File: src/rtl/lsu_byte_sequencer_pkg.sv
// Shared definitions for the byte-serial load/store unit: funct3 codes,
// FSM encoding and the access-size decoder.
package lsu_byte_sequencer_pkg;

   localparam logic [2:0] F3_B  = 3'b000;
   localparam logic [2:0] F3_H  = 3'b001;
   localparam logic [2:0] F3_W  = 3'b010;
   localparam logic [2:0] F3_BU = 3'b100;
   localparam logic [2:0] F3_HU = 3'b101;

   typedef enum logic [2:0] {
      IDLE,
      ERR,
      WRITE,
      READ,
      RWAIT,
      RESP
   } state_t;

   typedef struct packed {
      logic [2:0] n;      // byte count: 1, 2 or 4
      logic       legal;
   } sz_t;

   // Byte count and legality of a funct3; unsigned variants exist only for loads.
   function automatic sz_t size_decode(input logic [2:0] f3, input logic wr);
      sz_t s;
      s.n     = 3'd0;
      s.legal = 1'b0;
      case (f3)
         F3_B:  begin s.n = 3'd1; s.legal = 1'b1; end
         F3_H:  begin s.n = 3'd2; s.legal = 1'b1; end
         F3_W:  begin s.n = 3'd4; s.legal = 1'b1; end
         F3_BU: begin s.n = 3'd1; s.legal = !wr;  end
         F3_HU: begin s.n = 3'd2; s.legal = !wr;  end
         default: ;
      endcase
      return s;
   endfunction

endpackage

File: src/rtl/lsu_byte_sequencer_load_extend.sv
// Sign/zero extension of the assembled little-endian load bytes by funct3.
module load_extend
   import lsu_byte_sequencer_pkg::*;
#(
   parameter int XLEN = 32
) (
   input  logic [31:0]     raw,
   input  logic [2:0]      funct3,
   output logic [XLEN-1:0] data
);

   // Size casts of signed operands sign-extend; unsigned ones zero-extend.
   always_comb begin
      data = '0;
      case (funct3)
         F3_B:  data = XLEN'($signed(raw[7:0]));
         F3_H:  data = XLEN'($signed(raw[15:0]));
         F3_W:  data = XLEN'(raw);
         F3_BU: data = XLEN'(raw[7:0]);
         F3_HU: data = XLEN'(raw[15:0]);
         default: data = '0;
      endcase
   end

endmodule

File: src/rtl/lsu_byte_sequencer.sv
// Load/store sequencer: splits a core request into one byte access per cycle
// against a byte-wide synchronous-read data memory.
module lsu_byte_sequencer
   import lsu_byte_sequencer_pkg::*;
#(
   parameter int XLEN   = 32,
   parameter int ADDR_W = 7
) (
   input  logic              clk,
   input  logic              reset,
   input  logic              req_valid,
   output logic              req_ready,
   input  logic              req_write,
   input  logic [2:0]        req_funct3,
   input  logic [XLEN-1:0]   req_addr,
   input  logic [XLEN-1:0]   req_wdata,
   output logic              resp_valid,
   output logic              resp_err,
   output logic [XLEN-1:0]   resp_rdata,
   output logic [ADDR_W-1:0] mem_addr,
   output logic              mem_we,
   output logic [7:0]        mem_wdata,
   input  logic [7:0]        mem_rdata
);

   state_t            state, nstate;
   logic [ADDR_W-1:0] addr_r;
   logic [XLEN-1:0]   wdata_r;
   logic [2:0]        f3_r;
   logic              wr_r;
   logic [1:0]        cnt, last_r;
   logic [31:0]       cap;
   logic              rd_pend;
   logic [1:0]        rd_idx;
   logic [XLEN-1:0]   ext;
   sz_t               sz;
   logic              mis;
   logic              unused_addr;

   // Addresses wrap modulo the memory size; the upper bits are dropped.
   assign unused_addr = ^req_addr[XLEN-1:ADDR_W];

   assign sz  = size_decode(req_funct3, req_write);
   assign mis = ((sz.n == 3'd2) && req_addr[0]) ||
                ((sz.n == 3'd4) && (req_addr[1:0] != 2'b00));

   load_extend #(.XLEN(XLEN)) u_ext (
      .raw    (cap),
      .funct3 (f3_r),
      .data   (ext)
   );

   // State register plus request latch, byte counter and load capture.
   // A byte read issued in one cycle arrives the next, so rd_pend/rd_idx
   // remember where it belongs.
   always_ff @(posedge clk or negedge reset) begin
      if (!reset) begin
         state   <= IDLE;
         addr_r  <= '0;
         wdata_r <= '0;
         f3_r    <= '0;
         wr_r    <= 1'b0;
         cnt     <= '0;
         last_r  <= '0;
         cap     <= '0;
         rd_pend <= 1'b0;
         rd_idx  <= '0;
      end else begin
         state   <= nstate;
         rd_pend <= 1'b0;
         case (state)
            IDLE: if (req_valid) begin
               addr_r  <= req_addr[ADDR_W-1:0];
               wdata_r <= req_wdata;
               f3_r    <= req_funct3;
               wr_r    <= req_write;
               last_r  <= sz.n[1:0] - 2'd1;
               cnt     <= '0;
               cap     <= '0;
            end
            WRITE: cnt <= cnt + 2'd1;
            READ: begin
               cnt     <= cnt + 2'd1;
               rd_pend <= 1'b1;
               rd_idx  <= cnt;
            end
            default: ;
         endcase
         if (rd_pend) cap[{rd_idx, 3'b000} +: 8] <= mem_rdata;
      end
   end

   // Next state and all outputs; memory outputs stay 0 unless issuing.
   always_comb begin
      nstate     = state;
      req_ready  = 1'b0;
      resp_valid = 1'b0;
      resp_err   = 1'b0;
      resp_rdata = '0;
      mem_addr   = '0;
      mem_we     = 1'b0;
      mem_wdata  = '0;
      case (state)
         IDLE: begin
            req_ready = 1'b1;
            if (req_valid) begin
               if (!sz.legal || mis) nstate = ERR;
               else if (req_write)   nstate = WRITE;
               else                  nstate = READ;
            end
         end
         ERR: begin
            resp_valid = 1'b1;
            resp_err   = 1'b1;
            nstate     = IDLE;
         end
         WRITE: begin
            mem_we    = 1'b1;
            mem_addr  = addr_r + ADDR_W'(cnt);
            mem_wdata = wdata_r[{cnt, 3'b000} +: 8];
            if (cnt == last_r) nstate = RESP;
         end
         READ: begin
            mem_addr = addr_r + ADDR_W'(cnt);
            if (cnt == last_r) nstate = RWAIT;
         end
         RWAIT: nstate = RESP;
         RESP: begin
            resp_valid = 1'b1;
            resp_rdata = wr_r ? '0 : ext;
            nstate     = IDLE;
         end
         default: nstate = IDLE;
      endcase
   end

endmodule
File: config.mk
export PLATFORM = sky130hd
export DESIGN_NAME = lsu_byte_sequencer
export DESIGN_NICKNAME = d
export VERILOG_FILES = /design/src/rtl/lsu_byte_sequencer_pkg.sv /design/src/rtl/lsu_byte_sequencer_load_extend.sv /design/src/rtl/lsu_byte_sequencer.sv
export SDC_FILE = /design/constraint.sdc
export NUM_CORES = 1
export LEC_CHECK = 0
export ABC_AREA = 1
export ABC_CLOCK_PERIOD_IN_PS = 1900
export BUFFER_PORTS_ARGS = -buffer_cell sky130_fd_sc_hd__buf_2
export CORE_MARGIN = 1
export CORE_UTILIZATION = 47
export DETAILED_ROUTE_END_ITERATION = 8
export MAX_ROUTING_LAYER = met4
export PLACE_DENSITY = 0.87
export SLEW_MARGIN = 20
export SYNTH_ARGS = -nofsm -noshare
export SYNTH_HDL_FRONTEND = slang
export SYNTH_SLANG_ARGS = --single-unit
File: constraint.sdc
create_clock -name clk -period 1.9 [get_ports clk]
set_input_delay 0.095 -clock clk [delete_from_list [all_inputs] [get_ports clk]]
set_output_delay 0.095 -clock clk [all_outputs]
set_load 0.03 [all_outputs]
Word level (Yosys, flattened, before mapping)
Index checks and enable logic that the tools add are counted.
{"block": "word_totals", "reg_bits": 85, "out_inout_bits": 51, "word_cells": 75}
{"block": "op_classes", "n_addsub": 4, "eq_ne": 19, "shift": 3, "mux": 23, "reduce_logical": 16}
{"cell": "$mux 32", "count": 5}
{"cell": "$pmux 32 s5", "count": 1}
{"cell": "$bwmux 32", "count": 1}
{"cell": "$shift 8x7->32 const A", "count": 1}
{"cell": "$shiftx 32x6->8", "count": 1}
{"cell": "$shiftx 8x7->32", "count": 1}
{"cell": "$eq 3x3->1 const B", "count": 7}
{"cell": "$pmux 4 s5", "count": 1}
{"cell": "$eq 3x2->1 const B", "count": 5}
{"cell": "$pmux 3 s4", "count": 1}
{"cell": "$eq 3x1->1 const B", "count": 3}
{"cell": "$logic_not 3->1", "count": 3}
{"cell": "$mux 3", "count": 3}
{"cell": "$mux 8", "count": 1}
{"cell": "$add 7x2->7", "count": 1}
{"cell": "$mux 7", "count": 1}
{"cell": "$neg 5->7", "count": 1}
{"cell": "$mux 1", "count": 6}
{"cell": "$ne 2x2->1 const B", "count": 3}
{"cell": "$mux 2", "count": 2}
{"cell": "$pmux 2 s2", "count": 1}
{"cell": "$reduce_and 2->1", "count": 2}
{"cell": "$reduce_bool 2->1", "count": 2}
{"cell": "$reduce_or 2->1", "count": 2}
{"cell": "7 further kinds", "count": 10}

Depth between registers and ports, before layout
Gate-level depths: netlist of run 1.
{"block": "depth", "word_depth": 9, "depth_mapped": 10, "depth_no_buf": 9}

Hierarchy
Synthesis of run 1 repeated with hierarchy kept, for this count alone.
{"block": "unflattened", "cells_unflattened": 635, "area_unflattened_um2": 4749.6}
{"mod": "lsu_byte_sequencer", "n_inst": 1, "cells_each": 551, "area_each_um2": 4216.5, "seq_area_each_um2": 2127.0}
{"mod": "load_extend", "n_inst": 1, "cells_each": 84, "area_each_um2": 533.0, "seq_area_each_um2": 0.0}

Least setup slack after synthesis of run 1
Ideal clock, no wire load.
{"block": "synth_timing", "path_kind": "register to output", "startpoint": "reg state[1]", "endpoint": "out mem_wdata[0]", "arrival_time_ps": 1964, "t_required_ps": 1805, "path_slack_ps": -159, "path_stages_with_launch": 7, "n_path_buf": 0, "cell_sequence": "dfrtp_1 > inv_1 > nor2_4 > inv_1 > nor2_1 > inv_1 > a21oi_1"}
{"block": "synth_via", "elab_chain_cells": 2}
{"item": "from (decl)", "line_no": "lsu_byte_sequencer.sv:26", "text": "state_t state, nstate;"}
{"item": "from (signal assigned)", "line_no": "lsu_byte_sequencer.sv:69", "text": "state <= nstate;"}
{"item": "$eq 3x2->1", "line_no": "lsu_byte_sequencer.sv:103", "text": "case (state)"}
{"item": "$mux 8", "line_no": "lsu_byte_sequencer.sv:103"}
{"item": "to (decl)", "line_no": "lsu_byte_sequencer.sv:22", "text": "output logic [7:0] mem_wdata,"}
Every way passes these cells.

Final worst setup path of run 1
{"block": "layout_timing", "startpoint": "reg cnt[0]", "endpoint": "out mem_addr[6]"}
{"block": "layout_via", "elab_chain_cells": 2}
{"item": "from (decl)", "line_no": "lsu_byte_sequencer.sv:31", "text": "logic [1:0] cnt, last_r;"}
{"item": "from (signal assigned)", "line_no": "lsu_byte_sequencer.sv:81", "text": "WRITE: cnt <= cnt + 2'd1;"}
{"item": "from (signal assigned)", "line_no": "lsu_byte_sequencer.sv:83", "text": "cnt <= cnt + 2'd1;"}
{"item": "$add 7x2->7", "line_no": "lsu_byte_sequencer.sv:119, lsu_byte_sequencer.sv:124"}
{"item": "$mux 7"}
{"item": "to (decl)", "line_no": "lsu_byte_sequencer.sv:20", "text": "output logic [ADDR_W-1:0] mem_addr,"}
Every way passes these cells.

==> flow_summary.yaml, run 1 <==
status:
  outcome: "finished, violations left"
  failed_checks: "setup timing"
power:
  power_density_mw_per_mm2: 1310
  vdd.ir_drop.worst_v: 0.000729
  power_leakage_nw: 3.37
min_path:
  hold_class: "input port to register"
yosys:
  synth-seq-cells: 85
  synth-async-reset-ratio: 1.00
  synth_ff_type: "dfrtp_1"
  synth.avg_cell_area_sq_um: 7.42
  netlist_top_cells_area: "dfrtp_1 (48%), nand2_1 (18%), o21ai_0 (7.2%)"
  syn_area_sq_mm: 0.00442
  syn_inst: 596
  seq_area_frac_synth: 0.481
  synth_fp_nets: 684
  yosysTopAreaCell: "dfrtp_1"
  synth_top_cell_area_share: 0.481
  synth_warnings: 0
  synth-edff-count: 0
  ys_types: 27
drt:
  drc: 0
  routed_wl_microns: 13200
  drtAntennaViolNets: 0
  drt_iter0_markers: 317
  drt_pass1_iterations: 5
  wl_per_cell_microns: 15.1
  vias: 4717
  via_per_inst: 5.40
clocking:
  cts_tree: "done"
  clock_sink_count: 85
  numCtsBuffers: 9
  clock_path_buffers: 2
  cts_root_buf: "clkbuf_8"
  clkTransAtPathRegs_ns: 0.08
  clkLatencyLatePin_ns: 0.36
  htreeDepth: 3
sta:
  period_share: 1.12
  fmax_ghz: 0.472
  period_minus_slack_ns: 2.12
  setup_slack_ns: -0.220
  worst_pin_slew_ns: 0.384
  setup_viol: 21
  rsz0062_at_grt: "true"
  slew_headroom: 0.744
  hold_viol_final: 0
  slew_violations: 0
  fin_skew_ns: 0.00944
  hold-worst-slack_ns: 0.0393
placement:
  portBuffers: 104
  placed_cells: 798
  pre_cts_slack_ns: 0.0944
  dpl_cell_area_sq_mm: 0.00507
  dp_hpwl_microns: 7770
  gp_congestion: 0.879
worst_setup_path:
  max_stage_delay_ns: 0.40
  cp_top_family: "adder cells"
  r2r_slack_ns: 0.29
  critPathBufInv: 1
  reg2reg_from: "rd_idx[0]$_DFFE_PN0P_"
  critical_path_peak_fanout: 2
  cp-end-kind: "primary output"
  worstReg2RegEnd: "cap[5]$_DFF_PN0_"
  critPathKind: "register to primary output"
  slowest_stage: "dfrtp_1"
  reg2regPathDepth: 5
  worstSetupStartpoint: "cnt[0]$_DFFE_PN0P_"
  crit_chain: "ha_2, fa_2, nand3_2, nor2_2, and3_4, nor3_4, buf_6"
  endpoint: "mem_addr[6]"
  critical_path.startpoint_type: "register"
  crit_cells: 7
  crit_arrival_ns: 2.02
  required_ns: 1.80
job:
  drv_cap: 0
global_route:
  first_global_vias: 4479
  grt_pass1_wl_microns: 20600
  grt_max_degree: 73
  grt_use_total: 0.274
  grt_antenna_before_repair: 0
  grt_overflow: 0
floorplanning:
  initial_core_util: 0.481
  core_sq_mm: 0.00920
  pin_count: 130
  dieArea_sq_mm: 0.00980
  dieWidth_microns: 99.0
  dieHeight_microns: 99.0
  fp-row-count: 35
layout:
  post-route-util: 0.681
  drive_above_1_share: 0.281
  n_antenna_cell: 0
  nNetsFinal: 845
  area_delta_synth_final_pct: 41.5
  fin_cells: 873
  fin_area_sq_mm: 0.00626
cells in the mapped netlist (all sizes together) (2+ instances only):
master,n
buf,18
nor3,4
ha,8
nand2,208
nor2,68
inv,51
dfrtp,85
o21ai,64
nand3,54
a21oi,20
clkbuf,6
clkinv,2
nand4,2
state kept, by name (all words and copies together), names as in the netlist:
name / flops
wdata_r: 32
cnt: 2
wr_r: 1
f3_r: 3
rd_pend: 1
addr_r: 7
state: 3
last_r: 2
rd_idx: 2
cap: 32
cells in the final DEF (no fill, tap or decap), drive strengths merged:
master       synthesis  final
nor3b                1      1
fa                   1      1
and3                 1      1
clkinv               2      3
a21o                 1      1
nor2                68     68
ha                   8      8
o22ai                1      1
xnor2                1      1
clkbuf               6     10
bufinv               0      3
buf                 18    131
o21ai               64     64
nand3               54     54
a21oi               20     20
clkinvlp             0      3
dlygate4sd3          0     40
inv                 51     53
nand4                2      2
nand2              208    208
nor3                 4      4
dfrtp               85     85
stage by stage:
step / TNS (ns) / power [W]
finish: -1.95 / 0.00818
global route: -3.97 / 0.00876
CTS: -0.254 / 0.00780
global placement: 0 / 0.00589
floorplan: -1.39 / 0.00511
detailed placement: 0 / 0.00603
area by class of cell:
cell class	instances	area [sq um]
clock buffer	9	124
clock inverter	7	123
fill	693	2940
inverter	53	215
multi-input combinational	434	2130
sequential	85	2130
tap	111	139
timing repair buffer	172	1390
timing repair inverter	2	11.3
logic make-up (layout without fill, tap and decap cells):
| kind of cell | count (synthesis) | count (layout) | share of synthesized area |
|---|---|---|---|
| xor+xnor | 1 | 1 | 0.00198 |
| compound gates | 86 | 86 | 0.0990 |
| simple gates | 338 | 338 | 0.318 |
| flops | 85 | 85 | 0.481 |
| buf+inv | 77 | 243 | 0.0727 |
| fa+ha+maj | 9 | 9 | 0.0272 |
report_power, final:
part           switching (W)  total (W)  internal [W]
combinational        0.00249    0.00379       0.00130
sequential          0.000440    0.00284       0.00240
clock               0.000674    0.00156      0.000882
worst reg2reg max path, stage by stage, from the launching register on:
cell and delay [ns]:
dfrtp_1 0.35, clkinv_1 0.15, ha_1 0.37, inv_1 0.09, nand4_1 0.29, o21ai_0 0.28
per-layer routing:
metal | routed length, microns | track usage
met5 | 0 | -
met4 | 454 | 0.121
met3 | 861 | 0.0340
met2 | 6920 | 0.474
met1 | 4970 | 0.320
worst min path at each step:
stage                             from                 endpoint  slack, ns  cells after the start
after floorplan                  reset    addr_r[0]$_DFFE_PN0P_      -0.20                      0
after global placement           reset  wdata_r[15]$_DFFE_PN0P_      -0.04                      1
after detailed placement         reset  wdata_r[15]$_DFFE_PN0P_      -0.04                      1
after CTS                    req_write         wr_r$_DFFE_PN0P_       0.02                      3
after global routing      mem_rdata[5]        cap[21]$_DFF_PN0_       0.04                      3
final                        req_write         wr_r$_DFFE_PN0P_       0.04                      3
repair_timing:
action | 4_1_cts | 5_1_grt
gates cloned | 0 | 3
setup endpoints to repair | 28 | 46
endpoints found under the hold margin | 124 | 0
pin swaps | 5 | 24
hold buffers | 40 | 0
gates resized for setup | 18 | 152
setup buffers | 5 | 11
Power figures use the tool's default switching activity.
==> run 2, diff against run 1 <==
--- a/config.mk
+++ b/config.mk
@@ -9,10 +9,10 @@
 export ABC_CLOCK_PERIOD_IN_PS = 1900
 export BUFFER_PORTS_ARGS = -buffer_cell sky130_fd_sc_hd__buf_2
 export CORE_MARGIN = 1
-export CORE_UTILIZATION = 47
+export CORE_UTILIZATION = 29
 export DETAILED_ROUTE_END_ITERATION = 8
 export MAX_ROUTING_LAYER = met4
-export PLACE_DENSITY = 0.87
+export PLACE_DENSITY = 0.62
 export SLEW_MARGIN = 20
 export SYNTH_ARGS = -nofsm -noshare
 export SYNTH_HDL_FRONTEND = slang
==> run 2 against run 1 <==
  * The run ends with DRC, setup timing left
  * Sequential cell count did not move
  * First-iteration DRC count decreased by 12%
  * Cell count grew 8.9%
  * Clock skew down 0.0040 ns
  * Critical path depth stayed put
  * Register-to-register slack got worse by 0.14 ns
  * Combinational power shrank 2%
  * Maximum frequency rose by 8.2%
==> flow_summary.yaml, run 2 (synthesized netlist as in run 1, its figures left out) <==
status:
  outcome: "finished, violations left"
  failed_checks: "DRC, setup timing"
drt:
  drt_pass1_iterations: 7
  wl_per_cell_microns: 13.2
  routed_wl_microns: 12500
  drc: 5
  drt_iter0_markers: 280
  vias: 4325
  via_per_inst: 4.55
  drtAntennaViolNets: 0
placement:
  dpl_cell_area_sq_mm: 0.00526
  gp_congestion: 0.813
  placed_cells: 880
  portBuffers: 104
  dp_hpwl_microns: 8770
worst_setup_path:
  slowest_stage: "dfrtp_1"
  critPathBufInv: 1
  worstSetupStartpoint: "addr_r[0]$_DFFE_PN0P_"
  max_stage_delay_ns: 0.38
  crit_chain: "ha_2, fa_2, nand3_2, nor2_2, and3_1, nor3_2, buf_4"
  cp_top_family: "adder cells"
  critical_path_peak_fanout: 3
  critical_path.startpoint_type: "register"
  reg2reg_from: "state[1]$_DFFE_PN0P_"
  crit_arrival_ns: 1.86
  critPathKind: "register to primary output"
  cp-end-kind: "primary output"
  required_ns: 1.80
sta:
  fin_skew_ns: 0.00539
  setup_slack_ns: -0.0597
  slew_headroom: 0.610
  period_minus_slack_ns: 1.96
  worst_pin_slew_ns: 0.585
  slew_violations: 0
  fmax_ghz: 0.510
  hold_viol_final: 0
  rsz0062_at_grt: "true"
  period_share: 1.03
  setup_viol: 2
layout:
  nFillCells: 1483
  fin_cells: 951
  area_delta_synth_final_pct: 41.9
  reg_top3: "cap (32), wdata_r (32), addr_r (7)"
  final_cell_mix: "nand2_1 (199), dfrtp_1 (82), buf_2 (70), o21ai_0 (64), nor2_1 (55)"
  nNetsFinal: 849
  drive_above_1_share: 0.253
  final_common_cell: "nand2_1"
  fin_area_sq_mm: 0.00628
power:
  power_frac_seq: 0.335
  power_switching_w: 0.00349
  swShare: 0.415
  pwr-share-comb: 0.444
  vdd.ir_drop.worst_v: 0.000692
  internal_power_w: 0.00491
  pwr-share-clk: 0.221
  power_leakage_nw: 3.30
  power_density_mw_per_mm2: 1340
global_route:
  grt_overflow: 0
  grt_max_degree: 45
  grt_antenna_before_repair: 1
  grt_use_total: 0.168
  grt_pass1_wl_microns: 20500
  first_global_vias: 4218
floorplanning:
  fp-row-count: 44
  initial_core_util: 0.301
  pin_count: 130
  dieArea_sq_mm: 0.0158
  dieHeight_microns: 126
  core_sq_mm: 0.0147
  dieWidth_microns: 126
clocking:
  clock_path_buffers: 2
  clkTransAtPathRegs_ns: 0.06
  clock_sink_count: 85
  cts_root_buf: "clkbuf_16"
  cts_tree: "done"
  htreeDepth: 3
  numCtsBuffers: 9
  clkLatencyLatePin_ns: 0.34
job:
  drv_cap: 0
min_path:
  hp-start: "req_write"
  hold_class: "input port to register"
[run 2: changes by cell type in the layout (fill, tap and decap cells not counted), sizes merged]
cell / delta
inv: -2
buf: +3
clkinv: +3
clkinvlp: -3
bufinv: -1
diode: +1
clkbuf: +4
[run 2: cell type report]
class                           count  area [sq um]  share of cell area
Antenna cell                        1          2.50            0.000399
Sequential cell                    85          2130               0.339
Clock buffer                       11           233              0.0371
Multi-Input combinational cell    434          2030               0.323
Tap cell                          184           230              0.0367
Timing Repair inverter              1          6.26            0.000996
Inverter                           53           209              0.0333
Timing Repair Buffer              177          1360               0.217
Clock inverter                      5          75.1              0.0120
[run 2: path summary, 6_finish.rpt]
check / to / slack, ns / cells after the start
setup / recovery: mem_addr[6] / -0.06 / 7
hold / removal: wr_r$_DFFE_PN0P_ / 0.04 / 3
setup reg to reg: wdata_r[12]$_DFFE_PN0P_ / 0.15 / 9
hold reg to reg: wdata_r[15]$_DFFE_PN0P_ / 0.48 / 2
max in group asynchronous: state[0]$_DFFE_PN0P_ / 1.00 / 3
min in group asynchronous: wdata_r[7]$_DFFE_PN0P_ / 0.29 / 2
[run 2: power by group through the flow]
stage	Clock, W	Sequential [W]	Combinational [W]
floorplan	0	0.00272	0.00238
global placement	0	0.00281	0.00335
detailed placement	0	0.00282	0.00340
CTS	0.00189	0.00280	0.00357
global route	0.00196	0.00288	0.00420
finish	0.00185	0.00281	0.00373
[run 2: per-stage QoR]
step / utilization / hold WS [ns] / power (W) / TNS (ns) / setup slack, ns
2_1_floorplan: - / -0.201 / 0.00511 / -1.39 / -0.159
3_3_place_gp: 0.358 / 0.134 / 0.00615 / 0 / 0.124
3_5_place_dp: 0.358 / 0.135 / 0.00622 / 0 / 0.103
4_1_cts: 0.411 / 0.0360 / 0.00826 / -0.0781 / -0.0781
5_1_grt: 0.427 / 0.0532 / 0.00904 / -0.850 / -0.131
6_report: 0.427 / 0.0441 / 0.00839 / -0.0711 / -0.0597
[run 2: what timing repair did]
action | in CTS | in global routing
hold buffers | 40 | 0
hold endpoints to repair | 81 | 0
resized for setup | 15 | 91
setup buffers | 5 | 7
pin swaps | 2 | 2
setup endpoints to repair | 39 | 45
cloned | 0 | 2
[run 2: routing by layer]
| layer | vias to the layer above | track usage | part of all wire |
|---|---|---|---|
| met5 | - | - | 0 |
| met4 | 0 | 0.0380 | 0.0065 |
| met3 | 7 | 0.0351 | 0.051 |
| met2 | 113 | 0.275 | 0.49 |
| met1 | 1982 | 0.212 | 0.45 |
| li1 | 2223 | - | - |
[run 2: tightest hold or removal path: stages]
cell and delay (ns):
buf_2 0.11, inv_1 0.06, o21ai_0 0.07
==> run 3, diff against run 2 <==
--- a/config.mk
+++ b/config.mk
@@ -13,6 +13,7 @@
 export DETAILED_ROUTE_END_ITERATION = 8
 export MAX_ROUTING_LAYER = met4
 export PLACE_DENSITY = 0.62
+export REMOVE_ABC_BUFFERS = 1
 export SLEW_MARGIN = 20
 export SYNTH_ARGS = -nofsm -noshare
 export SYNTH_HDL_FRONTEND = slang
==> run 3 against run 2 <==
  * The flow still finishes with violations (DRC, setup timing)
  * Core utilization increased by 0.077 points
  * Sequential share of layout area decreased by 0.081 points
  * Wire length increased by 0.98%
  * Worst hold slack improved by 0.0097 ns
  * First-iteration DRC count decreased by 13%
  * Sequential power about the same
  * Die area unchanged
  * Critical endpoint is now resp_rdata[17]
==> flow_summary.yaml, run 3 (synthesized netlist as in run 1, its figures left out) <==
global_route:
  grt_use_total: 0.168
  first_global_vias: 4170
  grt_overflow: 0
  grt_antenna_before_repair: 0
  grt_max_degree: 86
  grt_pass1_wl_microns: 20600
floorplanning:
  pin_count: 130
  core_sq_mm: 0.0147
  dieArea_sq_mm: 0.0158
  dieWidth_microns: 126
  initial_core_util: 0.301
  dieHeight_microns: 126
  fp-row-count: 44
sta:
  period_minus_slack_ns: 1.98
  hold_viol_final: 0
  worst_pin_slew_ns: 0.474
  fmax_ghz: 0.506
  slew_violations: 0
  fin_skew_ns: 0.00473
  setup_slack_ns: -0.0766
  slew_headroom: 0.684
  setup_viol: 10
  rsz0062_at_grt: "true"
  fin_tns_setup_ns: -0.615
  period_share: 1.04
layout:
  reg_top3: "cap (32), wdata_r (32), addr_r (7)"
  final_common_cell: "nand2_1"
  final_cell_mix: "nand2_1 (196), dfrtp_1 (83), buf_2 (70), o21ai_0 (64)"
  drive_above_1_share: 0.265
  area_delta_synth_final_pct: 42.2
  fin_area_sq_mm: 0.00629
  nFillCells: 1454
  nNetsFinal: 844
  n_antenna_cell: 0
drt:
  drt_pass1_iterations: 6
  drtAntennaViolNets: 0
  via_per_inst: 4.61
  wl_per_cell_microns: 13.4
  drc: 5
  routed_wl_microns: 12700
  drt_iter0_markers: 243
  vias: 4353
placement:
  portBuffers: 104
  dpl_cell_area_sq_mm: 0.00520
  gp_congestion: 0.790
  dp_hpwl_microns: 7890
power:
  vdd.ir_drop.worst_v: 0.000694
  power_leakage_nw: 3.29
  power_density_mw_per_mm2: 1290
worst_setup_path:
  crit_path_frequent_cell: "buf_6"
  reg2reg_from: "rd_idx[0]$_DFFE_PN0P_"
  required_ns: 1.80
  r2r_slack_ns: 0.26
  crit_chain: "nor2_4, nor2_4, nor3_4, buf_6, buf_6, buf_12, nand2_2, inv_2, buf_6"
  worstReg2RegEnd: "cap[4]$_DFF_PN0_"
  cp-end-kind: "primary output"
  cp_top_family: "buffers and inverters"
  critical_path_peak_fanout: 8
  slowest_stage: "dfrtp_1"
  reg2regPathDepth: 5
  max_stage_delay_ns: 0.43
  critPathKind: "register to primary output"
  crit_arrival_ns: 1.88
  critical_path.startpoint_type: "register"
  critPathBufInv: 5
clocking:
  numCtsBuffers: 9
  cts_root_buf: "clkbuf_16"
  htreeDepth: 3
  clock_sink_count: 85
  clkTransAtPathRegs_ns: 0.06
  clkLatencyLatePin_ns: 0.33
  cts_tree: "done"
  clock_path_buffers: 2
min_path:
  hp-start: "req_write"
  hold_depth: 3
  hold_class: "input port to register"
  hold-path-endpoint: "wr_r$_DFFE_PN0P_"
job:
  drv_cap: 0
status:
  failed_checks: "DRC, setup timing"
  outcome: "finished, violations left"
-- run 3: timing repair --
action,4_1_cts,5_1_grt
setup buffers,2,9
setup endpoints to repair,30,43
hold buffers,40,0
resized for setup,11,133
hold endpoints to repair,124,0
cloned,0,3
pin swaps,4,8
-- run 3: metrics by stage --
step	util	setup slack (ns)	total power, W	hold WS [ns]	cells
after floorplan	-	-0.358	0.00495	-0.201	572
after global placement	0.354	0.0730	0.00608	0.170	875
after detailed placement	0.354	0.100	0.00612	0.171	875
after CTS	0.403	-0.100	0.00791	0.0407	933
after global routing	0.428	-0.181	0.00885	0.0591	945
final	0.428	-0.0766	0.00814	0.0539	945
-- run 3: worst max-delay path by stage --
stage | start | cells past startpoint | to
2_1_floorplan | cnt[0]$_DFFE_PN0P_ | 6 | mem_addr[6]
3_3_place_gp | addr_r[0]$_DFFE_PN0P_ | 7 | mem_addr[6]
3_5_place_dp | addr_r[0]$_DFFE_PN0P_ | 7 | mem_addr[6]
4_1_cts | addr_r[0]$_DFFE_PN0P_ | 7 | mem_addr[6]
5_1_grt | f3_r[0]$_DFFE_PN0P_ | 9 | resp_rdata[17]
6_report | f3_r[0]$_DFFE_PN0P_ | 9 | resp_rdata[17]
-- run 3: report_power, final --
group	leakage (nW)	switching (W)	internal, W
Clock	0.128	0.000707	0.000921
Sequential	1.11	0.000402	0.00240
Combinational	2.06	0.00240	0.00130
Total	3.29	0.00351	0.00462
-- run 3: routing by layer --
| metal | vias up | global-route usage | share of wire |
|---|---|---|---|
| li1 | 2213 | - | - |
| met3 | 12 | 0.0295 | 0.048 |
| met2 | 131 | 0.276 | 0.49 |
| met1 | 1997 | 0.213 | 0.45 |
| met5 | - | - | 0 |
| met4 | 0 | 0.0473 | 0.0089 |
-- run 3: worst min-delay path, cell delays in order --
cell and delay [ns]:
buf_2 0.11, inv_1 0.06, o21ai_0 0.08
-- run 3: area by class of cell --
cell class                      instances  area, sq um  share of cell area
Timing Repair inverter                  1         6.26            0.000995
Sequential cell                        85         2130               0.339
Inverter                               53          215              0.0342
Tap cell                              184          230              0.0366
Multi-Input combinational cell        434         2080               0.330
Clock inverter                          5         36.3             0.00577
Timing Repair Buffer                  172         1350               0.215
Clock buffer                           11          243              0.0386
